--- src/rtl/sevenseg_decoder.sv ---
// Active-low 7-seg bus -> hex nibble after STABLE_CYCLES-sample debounce; SS_DEC_ERR_COUNT_EN adds err_count.
// Latency STABLE_CYCLES+3 edges; valid/ready, a commit while valid&&!ready overwrites data and sets sticky overflow.
module sevenseg_decoder #(
    parameter int STABLE_CYCLES = 4
) (
    input  logic       clk,
    input  logic       resetN,
    input  logic [6:0] ss_in,
    input  logic       sample_en,
    output logic [3:0] hex_out,
    output logic       blank_out,
    output logic       valid,
    input  logic       ready,
    output logic       illegal,
    output logic       overflow
`ifdef SS_DEC_ERR_COUNT_EN
    ,
    output logic [7:0] err_count
`endif
);

    localparam int            CW       = (STABLE_CYCLES > 2) ? $clog2(STABLE_CYCLES) : 1;
    localparam logic [CW-1:0] CNT_MAX  = CW'(STABLE_CYCLES - 1);
    localparam logic [6:0]    SS_BLANK = 7'h7F;

    logic [6:0]    sync1;
    logic [6:0]    ss_s;
    logic [6:0]    cand;
    logic [6:0]    last;
    logic [CW-1:0] cnt;
    logic          commit;
    logic          take;
    logic          dec_legal;
    logic [3:0]    dec_hex;

    // Lamp-test (00) shares the code of digit 8 and is reported as 8.
    always_comb begin
        dec_legal = 1'b1;
        dec_hex   = 4'h0;
        case (cand)
            7'h40: dec_hex = 4'h0;
            7'h79: dec_hex = 4'h1;
            7'h24: dec_hex = 4'h2;
            7'h30: dec_hex = 4'h3;
            7'h19: dec_hex = 4'h4;
            7'h12: dec_hex = 4'h5;
            7'h02: dec_hex = 4'h6;
            7'h78: dec_hex = 4'h7;
            7'h00: dec_hex = 4'h8;
            7'h10: dec_hex = 4'h9;
            7'h08: dec_hex = 4'hA;
            7'h03: dec_hex = 4'hB;
            7'h46: dec_hex = 4'hC;
            7'h21: dec_hex = 4'hD;
            7'h06: dec_hex = 4'hE;
            7'h0E: dec_hex = 4'hF;
            default: dec_legal = 1'b0;
        endcase
    end

    assign commit = sample_en && (ss_s == cand) && (cnt == CNT_MAX) && (cand != last);
    assign take   = commit && (dec_legal || (cand == SS_BLANK));

    always_ff @(posedge clk or negedge resetN) begin
        if (!resetN) begin
            sync1 <= SS_BLANK;
            ss_s  <= SS_BLANK;
        end else begin
            sync1 <= ss_in;
            ss_s  <= sync1;
        end
    end

    // last starts at blank so an idle bus after reset never produces a report.
    always_ff @(posedge clk or negedge resetN) begin
        if (!resetN) begin
            cand <= SS_BLANK;
            cnt  <= '0;
            last <= SS_BLANK;
        end else if (sample_en) begin
            if (ss_s != cand) begin
                cand <= ss_s;
                cnt  <= '0;
            end else if (cnt != CNT_MAX) begin
                cnt <= cnt + CW'(1);
            end
            if (commit) begin
                last <= cand;
            end
        end
    end

    always_ff @(posedge clk or negedge resetN) begin
        if (!resetN) begin
            hex_out   <= 4'h0;
            blank_out <= 1'b0;
            valid     <= 1'b0;
            illegal   <= 1'b0;
            overflow  <= 1'b0;
        end else begin
            illegal <= commit && !take;
            if (take) begin
                hex_out   <= dec_legal ? dec_hex : 4'h0;
                blank_out <= !dec_legal;
                valid     <= 1'b1;
                if (valid && !ready) begin
                    overflow <= 1'b1;
                end
            end else if (valid && ready) begin
                valid <= 1'b0;
            end
        end
    end

`ifdef SS_DEC_ERR_COUNT_EN
    always_ff @(posedge clk or negedge resetN) begin
        if (!resetN) begin
            err_count <= 8'h00;
        end else if (commit && !take && (err_count != 8'hFF)) begin
            err_count <= err_count + 8'h01;
        end
    end
`endif

endmodule

--- config.mk ---
export PLATFORM = sky130hd
export DESIGN_NAME = sevenseg_decoder
export DESIGN_NICKNAME = d
export VERILOG_FILES = /design/src/rtl/sevenseg_decoder.sv
export SDC_FILE = /design/constraint.sdc
export NUM_CORES = 1
export LEC_CHECK = 0
export BUFFER_PORTS_ARGS = -buffer_cell sky130_fd_sc_hd__buf_2
export CELL_PAD_IN_SITES_DETAIL_PLACEMENT = 0
export CELL_PAD_IN_SITES_GLOBAL_PLACEMENT = 1
export CORE_MARGIN = 4
export CORE_UTILIZATION = 42
export CTS_CLUSTER_SIZE = 40
export DETAILED_ROUTE_END_ITERATION = 12
export PLACE_DENSITY_LB_ADDON = 0.1
export SYNTH_ARGS = -nofsm -noshare
export SYNTH_HDL_FRONTEND = slang
export SYNTH_SLANG_ARGS = --single-unit
--- constraint.sdc ---
create_clock -name clk -period 1.9 [get_ports clk]
set_input_delay 0.19 -clock clk [delete_from_list [all_inputs] [get_ports clk]]
set_output_delay 0.19 -clock clk [all_outputs]
set_load 0.005 [all_outputs]
==> results of run 1 <==
stage by stage:
step	setup WS, ns	hold slack [ns]	area (µm²)	util (%)	power, µW
after floorplan	0.01498	-0.1056	1911	-	1088
after global placement	-0.05298	0.2946	2187	49.89	1198
after detailed placement	-0.09380	0.2962	2187	49.89	1202
after CTS	-0.08300	0.02258	2420	55.19	1928
after global routing	-0.2153	0.05048	2485	56.68	2014
final	-0.1220	-0.01162	2485	56.68	1910
path summary, 6_finish.rpt:
kind                         endpoint  cells past startpoint
min in group clk                valid                      3
hold / removal                 cnt[1]                      1
max in group asynchronous  hex_out[0]                      1
hold reg to reg               ss_s[3]                      0
setup reg to reg           hex_out[3]                      6
setup / recovery           hex_out[3]                      6
cells in the final DEF (no fill, tap or decap), types with 4 or more instances in the layout:
cell type / count
o21ai_0: 5
mux2_2: 8
nand2_1: 15
buf_2: 19
mux2_4: 6
clkbuf_8: 5
nand4_1: 4
nor3_1: 4
nor2_1: 5
dlygate4sd3_1: 7
xor2_1: 7
dfrtp_1: 10
buf_4: 34
xnor2_1: 6
dfstp_2: 28
cell usage after synthesis (2+ instances only):
| library cell | n | area [µm²] |
|---|---|---|
| dfrtp_1 | 10 | 250.2 |
| nand4_1 | 4 | 25.02 |
| inv_1 | 3 | 11.26 |
| nor2_1 | 5 | 18.77 |
| o31ai_1 | 2 | 15.01 |
| o211ai_1 | 2 | 15.01 |
| mux2_4 | 6 | 90.09 |
| xor2_1 | 7 | 61.31 |
| mux2_2 | 8 | 90.09 |
| dfstp_2 | 28 | 735.7 |
| xnor2_1 | 6 | 52.55 |
| buf_4 | 2 | 15.01 |
| clkbuf_1 | 2 | 7.510 |
| nor3b_1 | 3 | 22.52 |
| a22o_1 | 3 | 26.28 |
| a21oi_1 | 3 | 15.01 |
| buf_6 | 7 | 78.83 |
| and3b_1 | 3 | 26.28 |
| o21ai_0 | 5 | 25.02 |
| nand3_1 | 3 | 15.01 |
| nor3_1 | 4 | 20.02 |
| nand2_1 | 15 | 56.30 |
| nand2b_1 | 3 | 18.77 |
layer usage:
metal	global-route usage [%]	vias to the layer above
li1	-	671
met1	21.08	690
met2	26.37	22
met3	3.562	4
met4	4.660	0
met5	0	-
sequential cells by signal, indices dropped and copies added (netlist names):
name and count:
blank_out 1, cand 7, cnt 2, hex_out 4, illegal 1, last 7, overflow 1, ss_s 7
sync1 7, valid 1
cells by family (layout without fill, tap and decap cells):
kind of cell / count (synthesis) / after routing
AND/OR/NAND/NOR: 50 / 50
flip-flops: 38 / 38
AO/OA/AOI/OAI: 25 / 25
buffers and inverters: 15 / 75
XOR/XNOR: 14 / 14
multiplexers: 14 / 14
adder cells (fa/ha/maj): 1 / 1
timing repair:
| action | 4_1_cts | 5_1_grt |
|---|---|---|
| setup endpoints to repair | 7 | 14 |
| gates resized for setup | 1 | 4 |
| pin swaps | 2 | 4 |
| hold buffers | 7 | 0 |
| buffers inserted | 7 | 5 |
| endpoints found under the hold margin | 7 | 0 |
area by class of cell:
type | count | area (µm²)
clock buffer | 5 | 68.82
clock inverter | 3 | 43.79
fill | 378 | 1899
inverter | 3 | 11.26
multi-input combinational | 104 | 827.0
sequential | 38 | 985.9
tap | 52 | 65.06
timing repair buffer | 64 | 483.0
critical path, stage by stage (launching register included):
cell	delay, ns
dfstp_2	0.61
xnor2_2	0.12
nand4_1	0.17
nor4_4	0.26
and4_4	0.36
nand2_4	0.09
mux2_4	0.30
report_power, final:
part | internal (µW) | switching, µW | leakage, µW
clock network | 392 | 301 | 0.0000547
logic | 170 | 151 | 0.000634
registers | 864 | 32.1 | 0.000433
==> results.json, run 1 <==
{
  "run_status": "finished with violations",
  "violations": "hold timing, setup timing",
  "start_util_pct": 43.58,
  "synth_top_family_by_area": "simple AND/OR/NAND/NOR gates",
  "die-area_mm2": 0.005692,
  "cp.arrival_ns": 2.20,
  "syn_inst": 157,
  "fin_tns_setup_ns": -0.8518,
  "synth-edff-count": 0,
  "drtPass1Iterations": 4,
  "clock_latency_ns": 0.29,
  "r2r-start": "cand[4]",
  "synth-xor-area-share_pct": 6.811,
  "antenna_cells": 0,
  "critical_path_class": "flop to flop",
  "rsz0062_at_grt": "yes",
  "worst_slack_ns": -0.1220,
  "fp-row-count": 24,
  "wl_met1_mm": 1.857,
  "seq_area_frac_synth_pct": 51.60,
  "min-delay-path-class": "primary input to asynchronous set/reset pin",
  "numCtsBuffers": 5,
  "ir_drop_mv": 0.4756,
  "drt_iter0_drc": 113,
  "drive_above_1_share_pct": 53.46,
  "tightest_slew_ns": 0.8119,
  "async_reset_ff_share_pct": 100.0,
  "fin_crit_ns": 2.022,
  "max_freq_mhz": 494.6,
  "syn_area_per_cell_um2": 12.17,
  "drc": 0,
  "r2r_setup_slack_ns": -0.12,
  "synth_cell_type_count": 46,
  "final.setup_skew_ns": 0.003437,
  "area_growth_pct": 30.06,
  "clock_path_buffers": 2,
  "synthMuxAreaShare_pct": 9.430,
  "synth_nets": 169,
  "yosys.area_share.adder_pct": 0.6549,
  "fin_crit_sh_pct": 106.4,
  "synth-simple-area-share_pct": 15.98,
  "syn_area_mm2": 0.001911,
  "avgViaCountPerCell": 5.156,
  "portBuffers": 18,
  "ys_ff_latch": 38,
  "ys.flop_type": "dfstp_2",
  "power_leakage_uw": 0.001122,
  "critPathLaunch": "cand[4]",
  "cts_max_level": 2,
  "holdWs_ns": -0.01162,
  "critPathLaunchType": "flop",
  "die_w_um": 75.45,
  "root_buffer": "clkbuf_8",
  "gp_congestion": 0.8065,
  "ant_nets": 0,
  "grt.total_usage_pct": 15.98,
  "synth_compound_area_share_pct": 9.365,
  "path_max_fanout": 8,
  "final_max_slew_viol_count": 0,
  "dp_cells": 242,
  "grt_pass1_vias": 1446,
  "hold_violations": 3,
  "wire_per_inst_um": 14.85,
  "setup_viol": 13,
  "die_y_um": 75.45,
  "crit_path_end_kind": "flop",
  "clk_pin_slew_ns": 0.08,
  "core_mm2": 0.004384,
  "totalWireLength_mm": 3.994,
  "antenna_found_initial": 0,
  "grt_max_degree": 39,
  "grt-ovfl-total": 0,
  "cts_tree": "done",
  "pin_count": 19,
  "ys_warn_count": 0,
  "grt_first_pass_wirelength_mm": 6.865,
  "routed-wl-met2_mm": 2.004,
  "dr.max_layer_used": "met4",
  "max-cap-violations": 0,
  "cts_num_sinks": 38,
  "num_vias": 1387,
  "max_slew_margin_pct": 45.88,
  "fin_nets": 228,
  "stdcell_count": 269,
  "required_ns": 2.08,
  "hpwl_mm": 2.847,
  "wl_met3_um": 102,
  "powerDensity_mw_per_mm2": 768.5
}
Power figures use the tool's default switching activity.
==> run 2: changes to the inputs <==
- CELL_PAD_IN_SITES_DETAIL_PLACEMENT: 0 -> default
- CELL_PAD_IN_SITES_GLOBAL_PLACEMENT: 1 -> default
- CORE_ASPECT_RATIO: default -> 1.2
- CORE_UTILIZATION: 42 -> 52
- PLACE_DENSITY: default -> 0.74
- PLACE_DENSITY_LB_ADDON: 0.1 -> default
- RECOVER_POWER: default -> 25
==> run 2 against run 1 <==
  * The flow finishes with violations (setup timing)
  * Sequential power increased by 0.8%
  * Final area increased by 1.6%
  * Core utilization increased by 17 points
  * Critical path type unchanged
  * Largest cell class unchanged
==> results.json, run 2 (same netlist as run 1, synthesis figures left out) <==
{
  "core_mm2": 0.003425,
  "antenna_found_initial": 0,
  "violations": "setup timing",
  "holdWs_ns": 0.1770,
  "numCtsBuffers": 5,
  "grt.total_usage_pct": 19.00,
  "post-route-util_pct": 73.69,
  "grt-ovfl-total": 0,
  "tightest_slew_ns": 0.7810,
  "r2r-start": "cand[4]",
  "fill_cells": 229,
  "critPathLaunch": "cand[4]",
  "num_vias": 1426,
  "clk_pin_slew_ns": 0.07,
  "mostFrequentLayoutCells": "buf_4 (31), dfstp_2 (27), buf_2 (18)",
  "fin_crit_sh_pct": 102.2,
  "r2r_setup_slack_ns": -0.04,
  "root_buffer": "clkbuf_8",
  "cts_tree": "done",
  "crit_path_end_kind": "flop",
  "setup_viol": 7,
  "start_util_pct": 55.79,
  "hp-start": "ready",
  "avgViaCountPerCell": 5.614,
  "grt_max_degree": 39,
  "critical_path_class": "flop to flop",
  "clock_path_buffers": 2,
  "antenna_cells": 0,
  "path_max_fanout": 8,
  "r2r-end": "hex_out[3]",
  "ant_nets": 0,
  "required_ns": 2.08,
  "fin_nets": 228,
  "fin_tns_setup_ns": -0.2136,
  "final_max_slew_viol_count": 0,
  "die-area_mm2": 0.004712,
  "min-delay-path-class": "primary input to flop",
  "run_status": "finished with violations",
  "hold_violations": 0,
  "hpwl_mm": 2.611,
  "critPathLaunchType": "flop",
  "powerDensity_mw_per_mm2": 767.5,
  "ir_drop_mv": 0.5072,
  "max_slew_margin_pct": 47.94,
  "rr_worst_depth": 6,
  "max-cap-violations": 0,
  "final.setup_skew_ns": 0.009028,
  "rsz0062_at_grt": "yes",
  "pin_count": 19,
  "min_path_cells": 3,
  "worst_slack_ns": -0.04180,
  "max_freq_mhz": 515.0,
  "die_y_um": 74.40,
  "cts_max_level": 2,
  "portBuffers": 18,
  "placed_cell_area_mm2": 0.002146,
  "drive_above_1_share_pct": 55.30,
  "crit_path_end": "hex_out[3]",
  "area_growth_pct": 32.09,
  "cts_num_sinks": 38,
  "drt_iter0_drc": 60,
  "drc": 0,
  "clock_latency_ns": 0.30,
  "cp.arrival_ns": 2.12,
  "die_w_um": 63.34,
  "gp_congestion": 0.9295,
  "wire_per_inst_um": 15.42,
  "totalWireLength_mm": 3.916,
  "grt_first_pass_wirelength_mm": 6.831,
  "power_leakage_uw": 0.001132,
  "drtPass1Iterations": 4,
  "design_area_mm2": 0.002524,
  "grt_pass1_vias": 1480,
  "layout_commonest_cell": "buf_4",
  "fin_crit_ns": 1.942,
  "fp-row-count": 23
}
-- run 2: what timing repair did --
action / in CTS / in global routing
hold buffers: 8 / 0
pin swaps: 6 / 3
setup buffers: 13 / 1
resized for setup: 4 / 9
endpoints found under the hold margin: 8 / 0
endpoints found under the setup margin: 12 / 14
-- run 2: routing by layer --
metal  track usage (%)  wire length [µm]  vias to the layer above
met3             4.532               152                       13
met5                 0                 0                        -
met2             35.50              2054                       43
met1             20.35              1612                      702
met4             8.873                97                        0
li1                  -                 -                      668
-- run 2: area by class of cell --
type	instances	area (µm²)	area share, %
clock buffer	5	68.82	2.727
sequential	38	985.9	39.07
tap	37	46.29	1.834
multi-input combinational	104	850.8	33.71
timing repair buffer	64	516.7	20.48
inverter	3	11.26	0.4462
clock inverter	3	43.79	1.735
-- run 2: power by group --
part	internal, µW	total (µW)	switching (µW)	leakage [µW]
combinational	191	354	162	0.000645
clock	391	680	289	0.0000547
sequential	864	903	39.6	0.000432
-- run 2: how the worst min path moves through the flow --
stage / to / slack, ns
6_report: valid / 0.18
3_3_place_gp: illegal / 0.29
5_1_grt: valid / 0.20
2_1_floorplan: blank_out / -0.11
4_1_cts: valid / 0.17
3_5_place_dp: sync1[5] / 0.30
-- run 2: stage by stage --
stage          setup slack [ns]  power (µW)  instances
6_report               -0.04180        1937        254
5_1_grt                 -0.1473        2033        254
4_1_cts                -0.01909        1935        253
3_5_place_dp            -0.1049        1184        224
3_3_place_gp           -0.07061        1176        224
2_1_floorplan           0.01498        1088        157
-- run 2: critical path, cell delays in order (launching register included) --
cell and delay, ns:
dfstp_2 0.64, xnor2_2 0.14, nand4_1 0.15, nor4_4 0.20, and4_4 0.32, nand2_4 0.08, mux2_4 0.30
==> run 3: changes to the inputs <==
- SETUP_SLACK_MARGIN: default -> 0.4
- SLEW_MARGIN: default -> 20
==> run 3 against run 2 <==
  * The run ends with capacitance limit, slew limit, setup timing left
  * Power down 4.1%
  * Sequential share of layout area down 0.72 points
  * Register-to-register slack worse by 0.04 ns
  * Largest cell class unchanged
  * Worst hold slack worse by 0.0014 ns
==> results.json, run 3 (same netlist as run 1, synthesis figures left out) <==
{
  "portBuffers": 18,
  "holdWs_ns": 0.1756,
  "grt_first_pass_wirelength_mm": 6.720,
  "rr_worst_depth": 7,
  "totalWireLength_mm": 4.526,
  "max_slew_margin_pct": -24.50,
  "wire_per_inst_um": 17.34,
  "max_freq_mhz": 504.2,
  "fin_crit_sh_pct": 104.4,
  "setup_viol": 6,
  "min_path_cells": 3,
  "rsz0062_at_grt": "yes",
  "dp_cells": 222,
  "antenna_cells": 0,
  "powerDensity_mw_per_mm2": 722.3,
  "final.setup_skew_ns": 0.006561,
  "hpwl_mm": 2.656,
  "gp_congestion": 0.9482,
  "violations": "capacitance limit, slew limit, setup timing",
  "power_leakage_uw": 0.001167,
  "grt.total_usage_pct": 18.94,
  "stdcell_count": 261,
  "num_vias": 1492,
  "cts_tree": "done",
  "design_area_mm2": 0.002571,
  "pin_count": 19,
  "fin_crit_ns": 1.983,
  "placed_cell_area_mm2": 0.002131,
  "hold_violations": 0,
  "die-area_mm2": 0.004712,
  "grt_pass1_vias": 1504,
  "grt-ovfl-total": 0,
  "fin_tns_setup_ns": -0.1744,
  "clk_pin_slew_ns": 0.07,
  "required_ns": 2.08,
  "worst_slack_ns": -0.08332,
  "dp_worst_setup_slack_ns": -0.1037,
  "critical_path_class": "flop to flop",
  "fp-row-count": 23,
  "grt_max_degree": 39,
  "die_w_um": 63.34,
  "drtPass1Iterations": 4,
  "min-delay-path-class": "primary input to flop",
  "cp.arrival_ns": 2.16,
  "start_util_pct": 55.79,
  "die_y_um": 74.40,
  "cts_max_level": 2,
  "clock_path_buffers": 2,
  "core_mm2": 0.003425,
  "max-cap-violations": 1,
  "drive_above_1_share_pct": 58.48,
  "crit_path_end_kind": "flop",
  "tightest_slew_ns": 1.867,
  "fin_nets": 235,
  "ant_nets": 0,
  "area_growth_pct": 34.58,
  "antenna_found_initial": 0,
  "mostFrequentLayoutCells": "buf_4 (34), dfstp_2 (28), buf_2 (18)",
  "cts_num_sinks": 38,
  "numCtsBuffers": 5,
  "final_max_slew_viol_count": 39,
  "root_buffer": "clkbuf_8",
  "drc": 0,
  "ir_drop_mv": 0.5539,
  "run_status": "finished with violations",
  "drt_iter0_drc": 89,
  "path_max_fanout": 6,
  "critPathLaunchType": "flop",
  "avgViaCountPerCell": 5.716,
  "layout_commonest_cell": "buf_4",
  "clock_latency_ns": 0.30
}
## run 3: layout make-up
class,instances,area (µm²)
sequential,38,985.9
clock inverter,1,5.005
fill,223,853.3
clock buffer,7,86.33
timing repair buffer,71,563.0
multi-input combinational,104,873.3
tap,37,46.29
inverter,3,11.26
## run 3: final timing paths
| path | start | to | slack [ns] |
|---|---|---|---|
| min reg2reg | sync1[3] | ss_s[3] | 0.36 |
| max in group asynchronous | resetN | overflow | 0.43 |
| max | cand[4] | hex_out[3] | -0.08 |
| max reg2reg | cand[4] | hex_out[3] | -0.08 |
| min | ready | valid | 0.18 |
| min in group asynchronous | resetN | cnt[1] | 0.40 |
## run 3: critical path, cell delays in order (launching register included)
cell	delay, ns
dfstp_2	0.62
buf_6	0.14
and4_4	0.23
a32oi_2	0.07
o211a_1	0.25
nand4_1	0.16
nand2_4	0.09
mux2_4	0.30
## run 3: what timing repair did
action,in CTS,in global routing
gates resized for setup,7,16
setup buffers,14,10
pin swaps,3,3
endpoints found under the hold margin,7,0
hold buffers,7,0
setup endpoints to repair,17,17
## run 3: per-stage QoR
step                power (µW)  utilization (%)
detailed placement        1174            62.22
global route              1946            75.08
CTS                       1806            70.84
finish                    1857            75.08
global placement          1168            62.22
floorplan                 1089                -
## run 3: metal layers
layer  GRT usage (%)  part of all wire, %  vias up
li1                -                    -      688
met1           19.61                   38      725
met2           33.29                   53       61
met3           5.589                  4.9       18
met4           13.19                  3.8        0
met5               0                    0        -
## run 3: power by group
group	switching (µW)	internal [µW]	leakage, µW
combinational	177	207	0.000686
sequential	40.1	865	0.000433
clock	276	292	0.0000482
total	493	1360	0.00117
